==> config.mk <==
export PLATFORM = sky130hd
export DESIGN_NAME = encoder_8x3_df
export DESIGN_NICKNAME = d
export VERILOG_FILES = /design/src/rtl/encoder_pkg.sv /design/src/rtl/encoder_8x3_comb.sv /design/src/rtl/encoder_8x3_df.sv
export SDC_FILE = /design/constraint.sdc
export NUM_CORES = 1
export LEC_CHECK = 0
export CORE_AREA = 2 2 39 41
export CTS_CLUSTER_DIAMETER = 50
export DETAILED_ROUTE_END_ITERATION = 8
export DIE_AREA = 0 0 41 43
export DONT_BUFFER_PORTS = 1
export SYNTH_ARGS = -nofsm -noshare
export SYNTH_HDL_FRONTEND = slang
export SYNTH_HIERARCHICAL = 1
export SYNTH_SLANG_ARGS = --single-unit
==> constraint.sdc <==
create_clock -name clk -period 0.8 [get_ports clk]
set_input_delay 0.16 -clock clk [delete_from_list [all_inputs] [get_ports clk]]
set_output_delay 0.16 -clock clk [all_outputs]
set_load 0.03 [all_outputs]
==> src/rtl/encoder_pkg.sv <==
// ---------------------------------------------------------------------------
// encoder_pkg
// Shared widths, reset constants and a small helper for the 8-to-3 priority
// encoder slice.
//   DIN_W      : width of the request vector
//   DOUT_W     : width of the encoded index ($clog2(DIN_W))
//   Y_RST, VALID_RST, MULTI_RST : values the output register takes in reset
// ---------------------------------------------------------------------------
package encoder_pkg;

    localparam int DIN_W  = 8;
    localparam int DOUT_W = $clog2(DIN_W);

    localparam logic [DOUT_W-1:0] Y_RST     = 3'd0;
    localparam logic              VALID_RST = 1'b0;
    localparam logic              MULTI_RST = 1'b0;

    // Clearing the lowest set bit leaves something behind only when two or
    // more bits were set, so this flags a multi-hot vector without a popcount.
    function automatic logic multi_hot(input logic [DIN_W-1:0] v);
        return (v & (v - DIN_W'(1))) != DIN_W'(0);
    endfunction

endpackage : encoder_pkg

==> src/rtl/encoder_8x3_comb.sv <==
// ---------------------------------------------------------------------------
// encoder_8x3_comb
// Stateless core of the encoder: selects one asserted request bit and
// reports whether any / more than one bit is asserted.
//   MSB_PRIORITY : 1 = highest-numbered set bit wins, 0 = lowest wins
//   d_i          : request vector
//   y_o          : index of the selected bit (0 when nothing is set)
//   valid_o      : at least one bit of d_i set
//   multi_o      : two or more bits of d_i set
// ---------------------------------------------------------------------------
module encoder_8x3_comb
    import encoder_pkg::*;
#(
    parameter int MSB_PRIORITY = 1
) (
    input  logic [DIN_W-1:0]  d_i,
    output logic [DOUT_W-1:0] y_o,
    output logic              valid_o,
    output logic              multi_o
);

    // Priority select plus status flags; the scan direction decides which set
    // bit is seen last and therefore wins.
    always_comb begin
        y_o     = Y_RST;
        valid_o = |d_i;
        multi_o = multi_hot(d_i);
        if (MSB_PRIORITY != 0) begin
            for (int i = 0; i < DIN_W; i++) begin
                y_o = d_i[i] ? DOUT_W'(i) : y_o;
            end
        end else begin
            for (int i = DIN_W - 1; i >= 0; i--) begin
                y_o = d_i[i] ? DOUT_W'(i) : y_o;
            end
        end
    end

endmodule : encoder_8x3_comb

==> src/rtl/encoder_8x3_df.sv <==
// ---------------------------------------------------------------------------
// encoder_8x3_df
// Registered 8-to-3 priority encoder with "any" and "multiple" status flags.
// One cycle of latency, one new request vector accepted every cycle.
//   clk   : rising-edge clock
//   rst_n : asynchronous active-low reset; clears all outputs immediately
//   d     : request vector, bit i requests index i
//   y     : registered index of the selected bit
//   valid : registered "at least one bit set" (tells bit 0 from no request)
//   multi : registered "two or more bits set"
// ---------------------------------------------------------------------------
module encoder_8x3_df
    import encoder_pkg::*;
#(
    parameter int MSB_PRIORITY = 1
) (
    input  logic              clk,
    input  logic              rst_n,
    input  logic [DIN_W-1:0]  d,
    output logic [DOUT_W-1:0] y,
    output logic              valid,
    output logic              multi
);

    logic [DOUT_W-1:0] y_d;
    logic              valid_d;
    logic              multi_d;

    logic [DOUT_W-1:0] y_q;
    logic              valid_q;
    logic              multi_q;

    encoder_8x3_comb #(
        .MSB_PRIORITY (MSB_PRIORITY)
    ) u_comb (
        .d_i     (d),
        .y_o     (y_d),
        .valid_o (valid_d),
        .multi_o (multi_d)
    );

    // Output register bank; reset forces the idle encoding straight away.
    always_ff @(posedge clk or negedge rst_n) begin
        if (!rst_n) begin
            y_q     <= Y_RST;
            valid_q <= VALID_RST;
            multi_q <= MULTI_RST;
        end else begin
            y_q     <= y_d;
            valid_q <= valid_d;
            multi_q <= multi_d;
        end
    end

    assign y     = y_q;
    assign valid = valid_q;
    assign multi = multi_q;

endmodule : encoder_8x3_df

==> metrics <==
status=finished, violations left; failing checks=negative setup slack; RSZ-0062 raised after global routing=yes; most used routing layer=met1; fin area=338 sq um; antenna violations before repair=0; crit end category=output pin; Residual DRC=0; Max Clock Freq=1160 MHz; GR met2 Demand/Resource=6.88%; Slew @ Worst Pin=roughly 0.38 ns; ant diodes=0; PD cells=between 1500 and 2000 nW/um^2; number of synthesis warnings=6; Worst EP arrival=0.70 ns; Tmin final=0.861 ns; Mean Syn Cell Area=10.1 sq um; LEAKAGE=0.116 nW; GPL Wtd Cong=0.613; Post-Place Setup Slack=-0.148 ns; MaxCap Viol Count=0; Final period util=108%; Cells after Synth=25; Final Hold Fails=0; Reg clk slew, reported paths=0.05 ns; Yosys cell types=14; clock buffer depth=2; IO Port Bufs=0; Ports=15; CTS tree=yes; Critical Path Source Type=flop; setup ws final=-0.0609 ns; post-CTS setup buffers=0; starting density of the core=18.2%; Slew Viols, Final=0; fin cells=47; compound-gate portion of the synthesized area=19.4%; Post-Place Cells=42; register area share after synthesis=approximately 50%; Routed WL=498 um; net count after synthesis=35; H-tree depth=1; largest net degree at the start of global routing=8; Placement Rows=14; Die Y=43 um; setup TNS=-0.290 ns; Iter 0 DRT Violations=1; CP max FO=1; hold slack=0.0194 ns; post-layout util=24.4%; mux cell area share after synthesis=0%; flops & latches, synth=5; wire per inst=10.6 um; global-route wire length before repair=731 um; core area=1380 sq um; Crit Path Class=reg2out; Final ANT Viol Nets=0; Slew headroom=between 70% and 80%; GR Layer Usage met1=8.39%; drt pass-1 iters=2; vias in the first global route=~210; Synth Area in XOR/XNOR=0%; most common cell after layout, fill and taps aside=dfrtp_2; proportion of layout cells with a drive suffix above 1=38.7%; maximum vdd ir drop=582 uV; Via density=4.64; GRT overflow=0; commonest cells after routing, fill and taps aside=dfrtp_2 (5), nor2_1 (4), clkbuf_4 (3), a21oi_1 (3), o21ai_1 (2); total track usage=6.83%; Min-Delay Path Class=in2reg; Netlist Area Pre-Place=251 sq um; Synth Area in Adders=3.98%; count of final setup violators=5; cts bufs inserted=3; Total Power=0.619 mW; via count of the routed design=218; hpwl dp=387 um; layout net count=42; area grow syn2layout=34.3%; CTS Root Cell=clkbuf_4; GR Util met3=approximately 7.3%; Synth Area in Simple Gates=about 25%; largest family of logic cells by synthesized area=simple AND/OR/NAND/NOR gates; CP Data Required Time=0.64 ns; dpl cell area=~300 sq um; die width=41 um; CTS sink count=5; Die ar.=1760 sq um
repair_timing:
action,4_1_cts,5_1_grt
gates resized for setup,5,0
setup endpoints to repair,5,5
endpoints found under the hold margin,5,0
hold buffers,1,0
final cells by class:
class                   instances  area [sq um]
inverters                       1          3.75
repair buffers                  2          17.5
clock buffers                   4          26.3
flip-flops and latches          5           131
fillers                       153          1050
well taps                      16          20.0
multi-input cells              19           139
per-layer routing:
metal / share of wire, % / up-vias
li1: - / 106
met1: 51 / 95
met2: 33 / 17
met3: 15 / 0
met4: 0 / 0
met5: 0 / -
path summary, 6_finish.rpt:
kind | start | endpoint | slack [ns] | depth (start not counted)
max in group asynchronous | rst_n | valid | 0.37 | 1
worst min-delay path | d[5] | y[1] | 0.02 | 1
worst max-delay path | y[2] | y[2] | -0.06 | 0
min in group asynchronous | rst_n | multi | 0.21 | 1
cells in the mapped netlist (all sizes together):
master   number  area (sq um)
a2111oi       1          8.76
a21oi         3          15.0
dfrtp         5           125
inv           1          3.75
maj3          1          10.0
nand2b        2          12.5
nand3b        1          7.51
nor2          4          15.0
nor3          1          5.00
nor4          1          12.5
o21ai         2          10.0
o21bai        1          7.51
o31ai         1          7.51
or4           1          11.3
registers in the layout, indices dropped and copies added, names as in the netlist:
register,cells
multi,1
valid,1
y,3
logic make-up (layout without fill, tap and decap cells):
group                      count (synthesis)  after routing
buffers and inverters                      1              7
and+or+nand+nor                           10             10
AOI/OAI and AO/OA                          8              8
DFF                                        5              5
adders and majority gates                  1              1
power by group:
group | internal, mW | switching (mW) | leakage, nW | total (mW)
clock | 0.188 | 0.0989 | 0.0150 | 0.287
combinational | 0.0266 | 0.0194 | 0.0556 | 0.0460
sequential | 0.264 | 0.0215 | 0.0452 | 0.286
total | 0.479 | 0.140 | 0.116 | 0.619
Power figures use the tool's default switching activity.
